===== src/rtl/traffic_pkg.sv =====
// Shared types for the two-road traffic-light controller:
// state codes, lamp patterns and a small sizing helper.
package traffic_pkg;

  typedef enum logic [2:0] {
    MAIN_GREEN  = 3'd0,
    MAIN_YELLOW = 3'd1,
    ALLRED1     = 3'd2,
    WALK        = 3'd3,
    SIDE_GREEN  = 3'd4,
    SIDE_YELLOW = 3'd5,
    ALLRED2     = 3'd6
  } tl_state_t;

  localparam logic [2:0] LAMP_R = 3'b100;
  localparam logic [2:0] LAMP_Y = 3'b010;
  localparam logic [2:0] LAMP_G = 3'b001;

  function automatic int max2(input int a, input int b);
    return (a > b) ? a : b;
  endfunction

endpackage


===== src/rtl/tick_timer.sv =====
// Tick counter for the traffic-light phases. Counts enb pulses,
// flags the final tick of a phase and saturates at limit-1.
module tick_timer #(
  parameter int W = 4
) (
  input  logic         clk,
  input  logic         reset,
  input  logic         clear,
  input  logic         enb,
  input  logic [W-1:0] limit,
  output logic         done,
  output logic         at_limit
);

  logic [W-1:0] count;

  assign at_limit = (count == limit - W'(1));
  assign done     = enb & at_limit;

  always_ff @(posedge clk) begin
    if (reset || clear) begin
      count <= '0;
    end else if (enb && !at_limit) begin
      count <= count + W'(1);
    end
  end

endmodule


===== src/rtl/traffic_light_fsm.sv =====
// Two-road traffic-light controller, all timing in enb ticks.
// Define TL_PED_WALK_EN to build the pedestrian walk phase.
module traffic_light_fsm
  import traffic_pkg::*;
#(
  parameter int GREEN_TICKS  = 8,
  parameter int YELLOW_TICKS = 3,
  parameter int ALLRED_TICKS = 1,
  parameter int WALK_TICKS   = 6
) (
  input  logic       clk,
  input  logic       reset,
  input  logic       enb,
  input  logic       car_side,
  input  logic       ped_req,
  output logic [2:0] main_light,
  output logic [2:0] side_light,
  output logic       walk,
  output logic [2:0] state_o
);

  localparam int TMAX = max2(max2(GREEN_TICKS, YELLOW_TICKS),
                             max2(ALLRED_TICKS, WALK_TICKS));
  localparam int TW = $clog2(TMAX) + 1;

  tl_state_t     state;
  tl_state_t     next;
  logic [TW-1:0] limit;
  logic          done;
  logic          at_limit;
  logic          demand;
  logic          divert;

  tick_timer #(
    .W(TW)
  ) u_timer (
    .clk     (clk),
    .reset   (reset),
    .clear   (next != state),
    .enb     (enb),
    .limit   (limit),
    .done    (done),
    .at_limit(at_limit)
  );

`ifdef TL_PED_WALK_EN
  logic ped_pending;

  assign demand = car_side | ped_pending;
  assign divert = ped_pending | ped_req;

  // Entering WALK serves the request, so it wins over a new press.
  always_ff @(posedge clk) begin
    if (reset) begin
      ped_pending <= 1'b0;
    end else if (state != WALK && next == WALK) begin
      ped_pending <= 1'b0;
    end else if (ped_req && state != WALK) begin
      ped_pending <= 1'b1;
    end
  end
`else
  logic unused_ped;

  assign unused_ped = ped_req;
  assign demand     = car_side;
  assign divert     = 1'b0;
`endif

  always_ff @(posedge clk) begin
    if (reset) begin
      state <= MAIN_GREEN;
    end else begin
      state <= next;
    end
  end

  always_comb begin
    next  = state;
    limit = TW'(GREEN_TICKS);
    unique case (state)
      MAIN_GREEN: begin
        limit = TW'(GREEN_TICKS);
        if (done && demand) next = MAIN_YELLOW;
      end
      MAIN_YELLOW: begin
        limit = TW'(YELLOW_TICKS);
        if (done) next = ALLRED1;
      end
      ALLRED1: begin
        limit = TW'(ALLRED_TICKS);
        if (done) next = divert ? WALK : SIDE_GREEN;
      end
`ifdef TL_PED_WALK_EN
      WALK: begin
        limit = TW'(WALK_TICKS);
        if (done) next = SIDE_GREEN;
      end
`endif
      SIDE_GREEN: begin
        limit = TW'(GREEN_TICKS);
        if (done) next = SIDE_YELLOW;
      end
      SIDE_YELLOW: begin
        limit = TW'(YELLOW_TICKS);
        if (done) next = ALLRED2;
      end
      ALLRED2: begin
        limit = TW'(ALLRED_TICKS);
        if (done) next = MAIN_GREEN;
      end
      default: next = MAIN_GREEN;
    endcase
  end

  always_comb begin
    main_light = LAMP_R;
    side_light = LAMP_R;
    walk       = 1'b0;
    unique case (state)
      MAIN_GREEN:  main_light = LAMP_G;
      MAIN_YELLOW: main_light = LAMP_Y;
      SIDE_GREEN:  side_light = LAMP_G;
      SIDE_YELLOW: side_light = LAMP_Y;
`ifdef TL_PED_WALK_EN
      WALK:        walk = 1'b1;
`endif
      default: ;
    endcase
  end

  assign state_o = state;

endmodule

===== config.mk =====
export PLATFORM = sky130hd
export DESIGN_NAME = traffic_light_fsm
export DESIGN_NICKNAME = d
export VERILOG_FILES = /design/src/rtl/traffic_pkg.sv /design/src/rtl/tick_timer.sv /design/src/rtl/traffic_light_fsm.sv
export SDC_FILE = /design/constraint.sdc
export NUM_CORES = 1
export LEC_CHECK = 0
export BUFFER_PORTS_ARGS = -buffer_cell sky130_fd_sc_hd__clkbuf_2
export CAP_MARGIN = 0
export CELL_PAD_IN_SITES_DETAIL_PLACEMENT = 1
export CELL_PAD_IN_SITES_GLOBAL_PLACEMENT = 1
export CORE_MARGIN = 4
export CORE_UTILIZATION = 36
export DETAILED_ROUTE_END_ITERATION = 12
export GPL_TIMING_DRIVEN = 0
export PLACE_DENSITY_LB_ADDON = 0.1
export SLEW_MARGIN = 40
export SYNTH_ARGS = -nofsm -noshare
export SYNTH_HDL_FRONTEND = slang
export SYNTH_SLANG_ARGS = --single-unit
export TNS_END_PERCENT = 10

===== constraint.sdc =====
create_clock -name clk -period 4.27 [get_ports clk]
set_clock_uncertainty 0.15 [all_clocks]
set_input_delay 0.2135 -clock clk [delete_from_list [all_inputs] [get_ports clk]]
set_output_delay 0.2135 -clock clk [all_outputs]
set_load 0.03 [all_outputs]

==> flow_summary.toml, run 1 <==
[logic_synthesis]
syn_area_per_cell_um2 = 7.43
synthFlopType = "dfxtp_1"
syn_area_um2 = 513
synth_edf_count = 0
synthCells = 69
synthesis.nets = 75
ys_ff_latch = 7
ys_top_cells_by_area = "dfxtp_1, nor2_1, a31oi_1, nand4_1, nor3_1"
synth_seq_area_share_pct = 27.3
synth_top_area_share_pct = 27.3
synth_cell_types = 29
synth_top_area_cell = "dfxtp_1"
async_flop_share_pct = 0
yosys_warnings = 0

[cts]
cts_max_level = 1
clk_pin_slew_ps = 50
clockBufferDepth = 2
cts_tree = "yes"
clockRootBuffer = "clkbuf_4"
clock-sinks = 7
post-cts-setup-buffers = 0
cts_hold_buf = 0
cts_inserted_buffers = 3
cts_resized = 0
clock_latency_ps = 250

[placement]
hpwl_um = 943
place_inst = 95
io_buffers = 11
globalplace.congestion = 0.730
dpl_cell_area_um2 = 587

[setup_path]
path_buf_inv = 1
crit_fanout = 9
critPathKind = "register to register"
reg2reg_slack_ps = 2240
path_depth = 6
worstPathRequired_ps = 4300
reg2regPathDepth = 6
slowest_delay_ps = 460
path_cells = "buf_2 > xnor2_2 > nand4_1 > a311o_1 > or3_1 > a31oi_1"
startpoint_type = "register"
crit_slowest_cell = "a311o_1"
r2r-start = "state_o[0]"
end_kind = "register"
arrival_ps = 2060
cpLargestDelayFamily = "compound AO/OA/AOI/OAI gates"
rr_endpoint = "state_o[2]"

[sta]
setup_viol = 0
maxSlewHeadroom_pct = 62.1
fin_crit_ps = 2030
grt_setup_unrepaired = "false"
slew_viol_final = 0
tightest_slew_ps = 563
finalHoldViolCount = 0
fmax_mhz = 493
whs_ps = 52.9
setup_tns_ps = 0
min_period_over_period_pct = 47.5

[cells_and_area]
design_area_um2 = 613
multi_input_area_um2 = 312
layout_common_cells = "clkbuf_2, nor2_1, dfxtp_1, inv_1"
nets = 91
seqCellArea_um2 = 140
utilization_pct = 46.5
fill_cells = 186
layout_commonest_cell = "clkbuf_2"
drive_gt1_share_pct = 29.8
syn2layout_area_growth_pct = 19.5
antenna_cells = 0
instances_no_fill = 99

[run_status]
run_status = "complete, no violations"

[detailed_routing]
drt_iter0_markers = 3
viasPerCell = 5.21
drcViolationCount = 0
wirelength_um = 1240
first_pass_iters = 4
wl_per_cell_um = 12.5
via_count = 516
ant_nets = 0

[hold_path]
whs_path_depth = 2
min_to = "state_o[2]"
holdCritPathClass = "input pin to register"
worstHoldStart = "reset"

[power_and_ir_drop]
ir_drop_mv = 0.116
p_per_area_nw_per_um2 = 277
leakage_nw = 0.247

[floorplan]
fp-row-count = 13
coreArea_um2 = 1320
pin_count = 15
die_y_um = 45.8
dieArea_um2 = 2090
dieWidth_um = 45.8
initial_core_util_pct = 38.9

[grt]
top_usage_layer = "met1"
grt_pass1_wl_um = 1950
grt_util_met3_pct = 3.56
grt_max_degree = 11
gr-usage-all-layers_pct = 13.0
grt_use_met1_pct = 19.2
overflow = 0
use_met2_pct = 17.5
first_global_vias = 463
antenna_found_initial = 0

[run]
max_cap_violations = 0
==> how the worst max path moves through the flow <==
stage | startpoint | to | slack (ps)
after floorplan | state_o[0] | state_o[2] | 2170
final | state_o[0] | state_o[2] | 2240
after global placement | state_o[0] | state_o[2] | 2280
after detailed placement | state_o[0] | state_o[2] | 2270
after CTS | state_o[0] | state_o[2] | 2210
after global routing | state_o[0] | state_o[2] | 2070
==> per-stage QoR <==
stage | total power, mW | worst slack (ps)
2_1_floorplan | 0.0993 | 2170
6_report | 0.170 | 2240
4_1_cts | 0.173 | 2210
5_1_grt | 0.180 | 2070
3_5_place_dp | 0.109 | 2270
3_3_place_gp | 0.109 | 2280
==> power by group <==
| group | switching (mW) | internal (mW) | total [mW] | leakage, nW |
|---|---|---|---|---|
| clock | 0.0262 | 0.0358 | 0.0620 | 0.0150 |
| combinational | 0.0238 | 0.0118 | 0.0356 | 0.175 |
| sequential | 0.00411 | 0.0681 | 0.0722 | 0.0569 |
==> metal layers <==
layer,vias up,part of all wire (%)
met5,-,0
met3,0,4.3
met2,6,43
met1,231,53
li1,279,-
met4,0,0
==> flip-flops by register name, indices dropped and copies added, names as in the netlist <==
signal / count
state_o: 3
u_timer.count: 4
==> synthesized netlist by cell type (all sizes together), types with 2 or more instances <==
master	number
nor3	5
o21ai	2
a21oi	3
inv	6
a31oi	5
nand4	4
nand2	4
dfxtp	7
nand3	3
buf	4
a31o	2
nor2	9
==> cell type report <==
| type | instances | area share [%] |
|---|---|---|
| plain buffers | 5 | 6.33 |
| clock buffers | 4 | 4.29 |
| inverters | 6 | 3.67 |
| multi-input cells | 51 | 50.8 |
| flip-flops and latches | 7 | 22.9 |
| well taps | 15 | 3.06 |
| repair buffers | 11 | 8.98 |
==> worst reg2reg max path, stage by stage, from the launching register on <==
cell and delay [ps]:
dfxtp_1 320, buf_2 210, xnor2_2 160, nand4_1 180
a311o_1 460, or3_1 330, a31oi_1 160
==> cell families after synthesis <==
| logic type | count (synthesis) | share of synthesized area (%) |
|---|---|---|
| flops | 7 | 27.3 |
| fa+ha+maj | 1 | 2.44 |
| simple gates | 30 | 30.0 |
| mux | 1 | 2.19 |
| compound gates | 17 | 22.2 |
| buf+inv | 11 | 11.9 |
| xor+xnor | 1 | 3.17 |
| other cells | 1 | 0.731 |
Power figures use the tool's default switching activity.
==> run 2, diff against run 1 <==
--- a/config.mk
+++ b/config.mk
@@ -10,7 +10,7 @@
 export CELL_PAD_IN_SITES_DETAIL_PLACEMENT = 1
 export CELL_PAD_IN_SITES_GLOBAL_PLACEMENT = 1
 export CORE_MARGIN = 4
-export CORE_UTILIZATION = 36
+export CORE_UTILIZATION = 30
 export DETAILED_ROUTE_END_ITERATION = 12
 export GPL_TIMING_DRIVEN = 0
 export PLACE_DENSITY_LB_ADDON = 0.1
==> constraint.sdc (replaced) <==
create_clock -name clk -period 1.8 [get_ports clk]
set_clock_uncertainty 0.15 [all_clocks]
set_input_delay 0.09 -clock clk [delete_from_list [all_inputs] [get_ports clk]]
set_output_delay 0.09 -clock clk [all_outputs]
set_load 0.03 [all_outputs]
==> flow_summary.toml, run 2 (same netlist as run 1, synthesis figures left out) <==
[power_and_ir_drop]
leakage_nw = 0.284
p_per_area_nw_per_um2 = 580
ir_drop_mv = 0.423

[cells_and_area]
fill_cells = 210
drive_gt1_share_pct = 41.1
nets = 97
layout_commonest_cell = "clkbuf_2"
layout_common_cells = "clkbuf_2, nor2_1, buf_4, inv_1, a31oi_1"
antenna_cells = 0
syn2layout_area_growth_pct = 37.1
design_area_um2 = 703
largest_reg_flops = 4
top_register = "u_timer.count"
instances_no_fill = 106

[detailed_routing]
drt_iter0_markers = 10
first_pass_iters = 4
drcViolationCount = 0
ant_nets = 0
wirelength_um = 1470
wl_per_cell_um = 13.9
viasPerCell = 5.50
via_count = 583

[placement]
hpwl_um = 1010
io_buffers = 11
pre_cts_slack_ps = -125
dpl_cell_area_um2 = 611
place_inst = 96
globalplace.congestion = 0.716

[floorplan]
die_y_um = 49.4
dieArea_um2 = 2440
initial_core_util_pct = 32.9
coreArea_um2 = 1560
pin_count = 15
dieWidth_um = 49.4
fp-row-count = 14

[cts]
cts_tree = "yes"
cts_inserted_buffers = 3
clockBufferDepth = 2
cts_max_level = 1
clockRootBuffer = "clkbuf_4"
clock_latency_ps = 250
clk_pin_slew_ps = 60
clock-sinks = 7

[grt]
grt_pass1_wl_um = 2500
gr-usage-all-layers_pct = 13.0
grt_max_degree = 11
overflow = 0
antenna_found_initial = 0
first_global_vias = 569

[sta]
whs_ps = 103
fmax_mhz = 541
slew_viol_final = 0
finalHoldViolCount = 0
setup_viol = 2
grt_setup_unrepaired = "true"
setup_tns_ps = -80.0
fin_crit_ps = 1850
min_period_over_period_pct = 103
fin_ws_ps = -48.3

[setup_path]
arrival_ps = 1880
cpLargestDelayFamily = "simple AND/OR/NAND/NOR gates"
critPathKind = "register to register"
path_cells = "buf_6 > nor3_4 > nand3_1 > a311o_1 > or3_1 > a31oi_1"
crit_slowest_cell = "a311o_1"
slowest_delay_ps = 400
startpoint_type = "register"
end_kind = "register"
crit_fanout = 9
path_buf_inv = 1
worstPathRequired_ps = 1830

[hold_path]
holdCritPathClass = "input pin to register"

[run_status]
run_status = "complete, but fails checks"
violations = "negative setup slack"

[run]
max_cap_violations = 0
run 2: cell types whose count changed in the layout (fill, tap and decap cells not counted), sizes merged:
| cell | change |
|---|---|
| dlygate4sd3 | +1 |
| buf | +5 |
| clkbuf | -1 |
| clkinv | +1 |
run 2: stage by stage:
| stage | power [mW] | utilization [%] |
|---|---|---|
| 2_1_floorplan | 0.234 | - |
| 3_3_place_gp | 0.256 | 39.2 |
| 3_5_place_dp | 0.258 | 39.2 |
| 4_1_cts | 0.411 | 42.9 |
| 5_1_grt | 0.437 | 45.1 |
| 6_report | 0.408 | 45.1 |
run 2: area by class of cell:
class                   instances  area, µm²  share of cell area [%]
multi-input cells              51        342                    48.6
flip-flops and latches          7        151                    21.5
repair buffers                 19        118                    16.7
clock buffers                   3       22.5                    3.20
plain buffers                   3       22.5                    3.20
inverters                       6       22.5                    3.20
well taps                      16       20.0                    2.85
clock inverters                 1       5.00                   0.712
run 2: routing by layer:
metal | global-route usage, % | wire, µm | share of wire [%] | vias to the layer above
li1 | - | - | - | 289
met1 | 16.6 | 725 | 49 | 282
met2 | 21.0 | 697 | 47 | 12
met3 | 4.59 | 49 | 3.3 | 0
met4 | 2.37 | 0 | 0 | 0
met5 | 0 | 0 | 0 | -
run 2: where the power goes:
| part | leakage (nW) | internal [mW] | total (mW) | switching [mW] |
|---|---|---|---|---|
| logic | 0.207 | 0.0322 | 0.0913 | 0.0592 |
| registers | 0.0591 | 0.158 | 0.171 | 0.0128 |
| clock network | 0.0177 | 0.0814 | 0.145 | 0.0640 |
| total | 0.284 | 0.272 | 0.408 | 0.136 |
run 2: worst register-to-register path: cells and delay by family (launching register included):
family / cells / cell delay (ps)
compound gates: 2 / 560
buf+inv: 1 / 140
flops: 1 / 300
simple gates: 3 / 630
run 2: worst paths after layout:
check | start | endpoint | slack, ps | cells past startpoint
max | u_timer.count[2] | state_o[2] | -50 | 6
min | enb | u_timer.count[1] | 100 | 3
max reg2reg | u_timer.count[2] | state_o[2] | -50 | 6
min reg2reg | state_o[2] | state_o[2] | 420 | 2
run 2: repair_timing:
item,CTS,global route
gates resized for setup,4,2
hold buffers,1,0
pin swaps,3,3
endpoints found under the setup margin,1,7
endpoints found under the hold margin,1,0
buffers inserted,4,3
==> run 3, diff against run 2 <==
--- a/config.mk
+++ b/config.mk
@@ -9,11 +9,12 @@
 export CAP_MARGIN = 0
 export CELL_PAD_IN_SITES_DETAIL_PLACEMENT = 1
 export CELL_PAD_IN_SITES_GLOBAL_PLACEMENT = 1
-export CORE_MARGIN = 4
+export CORE_MARGIN = 3
 export CORE_UTILIZATION = 30
 export DETAILED_ROUTE_END_ITERATION = 12
 export GPL_TIMING_DRIVEN = 0
-export PLACE_DENSITY_LB_ADDON = 0.1
+export PLACE_DENSITY = 0.72
+export SKIP_CTS_REPAIR_TIMING = 1
 export SLEW_MARGIN = 40
 export SYNTH_ARGS = -nofsm -noshare
 export SYNTH_HDL_FRONTEND = slang
==> flow_summary.toml, run 3 (same netlist as run 1, synthesis figures left out) <==
[floorplan]
die_y_um = 47.4
dieWidth_um = 47.4
pin_count = 15
coreArea_um2 = 1560
initial_core_util_pct = 32.9
dieArea_um2 = 2240
fp-row-count = 14

[hold_path]
whs_path_depth = 3
worstHoldStart = "enb"
holdCritPathClass = "input pin to register"
min_to = "u_timer.count[1]"

[cells_and_area]
largest_reg_flops = 4
nets = 95
instances_no_fill = 104
top_register = "u_timer.count"
layout_commonest_cell = "clkbuf_2"
syn2layout_area_growth_pct = 35.4
multi_input_area_um2 = 353
seqCellArea_um2 = 150
design_area_um2 = 694
fill_cells = 202
antenna_cells = 0
utilization_pct = 44.5
layout_common_cells = "clkbuf_2, nor2_1, inv_1, a31oi_1, buf_4"
drive_gt1_share_pct = 39.8

[sta]
whs_ps = 111
fin_ws_ps = -164
setup_viol = 1
fin_crit_ps = 1960
grt_setup_unrepaired = "true"
slew_viol_final = 0
min_period_over_period_pct = 109
finalHoldViolCount = 0
fmax_mhz = 509

[power_and_ir_drop]
ir_drop_mv = 0.438
leakage_nw = 0.271
p_per_area_nw_per_um2 = 590

[grt]
gr-usage-all-layers_pct = 13.5
use_met2_pct = 20.3
grt_use_met1_pct = 18.5
grt_util_met3_pct = 3.45
overflow = 0
antenna_found_initial = 0
grt_pass1_wl_um = 2100
grt_max_degree = 11
first_global_vias = 482
top_usage_layer = "met2"

[setup_path]
reg2reg_slack_ps = -160
path_cells = "xnor2_4 > nand4_1 > a311o_1 > or3_1 > a31oi_1"
startpoint_type = "register"
slowest_delay_ps = 450
worstPathRequired_ps = 1820
arrival_ps = 1990
r2r-start = "state_o[0]"
reg2regPathDepth = 5
crit_fanout = 6
rr_endpoint = "state_o[2]"
critPathKind = "register to register"
end_kind = "register"
crit_slowest_cell = "a311o_1"

[detailed_routing]
via_count = 565
wl_per_cell_um = 15.1
drt_iter0_markers = 2
drcViolationCount = 0
first_pass_iters = 4
ant_nets = 0
wirelength_um = 1570
viasPerCell = 5.43

[cts]
clock-sinks = 7
cts_max_level = 1
cts_tree = "yes"
clockBufferDepth = 2
clk_pin_slew_ps = 60
clockRootBuffer = "clkbuf_4"
cts_inserted_buffers = 3
clock_latency_ps = 250

[placement]
io_buffers = 11
dpl_cell_area_um2 = 611
globalplace.congestion = 0.797
hpwl_um = 1000
place_inst = 96

[run]
max_cap_violations = 0

[run_status]
run_status = "complete, but fails checks"
violations = "negative setup slack"
run 3: cell types whose count changed in the layout (fill, tap and decap cells not counted):
cell	delta
buf_4	-3
clkbuf_1	+1
clkbuf_2	+1
clkinv_2	-1
dfxtp_1	-1
dfxtp_2	+2
dfxtp_4	-1
nand3_1	-1
nand3_2	+1
nor3_1	+1
nor3_2	-1
xnor2_2	-1
xnor2_4	+1
run 3: power by group:
group | leakage [nW] | total [mW] | switching [mW] | internal [mW]
Combinational | 0.197 | 0.0922 | 0.0591 | 0.0331
Clock | 0.0150 | 0.145 | 0.0601 | 0.0847
Sequential | 0.0593 | 0.172 | 0.0131 | 0.159
run 3: worst max path at each step:
stage / from / to / slack [ps] / cells after the start
finish: state_o[0] / state_o[2] / -160 / 5
global route: state_o[0] / state_o[2] / -280 / 5
CTS: u_timer.count[2] / state_o[2] / -160 / 6
detailed placement: u_timer.count[2] / state_o[2] / -130 / 6
global placement: state_o[1] / state_o[2] / -100 / 6
floorplan: state_o[1] / state_o[2] / -40 / 6
run 3: stage by stage:
stage / setup slack [ps] / power [mW] / setup TNS [ps]
after detailed placement: -128 / 0.257 / -128
after global routing: -277 / 0.432 / -365
after floorplan: -40.8 / 0.234 / -40.8
after global placement: -97.5 / 0.256 / -97.5
final: -164 / 0.410 / -164
after CTS: -159 / 0.406 / -183
run 3: final cells by class:
| cell class | instances | area share, % |
|---|---|---|
| timing repair buffer | 17 | 14.4 |
| inverter | 6 | 3.24 |
| multi-input combinational | 51 | 50.8 |
| tap | 16 | 2.88 |
| buffer | 3 | 3.24 |
| clock buffer | 4 | 3.78 |
| sequential | 7 | 21.6 |
run 3: worst max-delay path, delay by kind of cell, from the launching register on:
kind	cells	cell delay (ps)
XOR/XNOR	1	180
AO/OA/AOI/OAI	2	610
AND/OR/NAND/NOR	2	570
flip-flops	1	380
run 3: layer usage:
| metal | up-vias | part of all wire [%] |
|---|---|---|
| met5 | - | 0 |
| met4 | 0 | 0.89 |
| met3 | 2 | 2.3 |
| met2 | 7 | 51 |
| met1 | 273 | 46 |
| li1 | 283 | - |
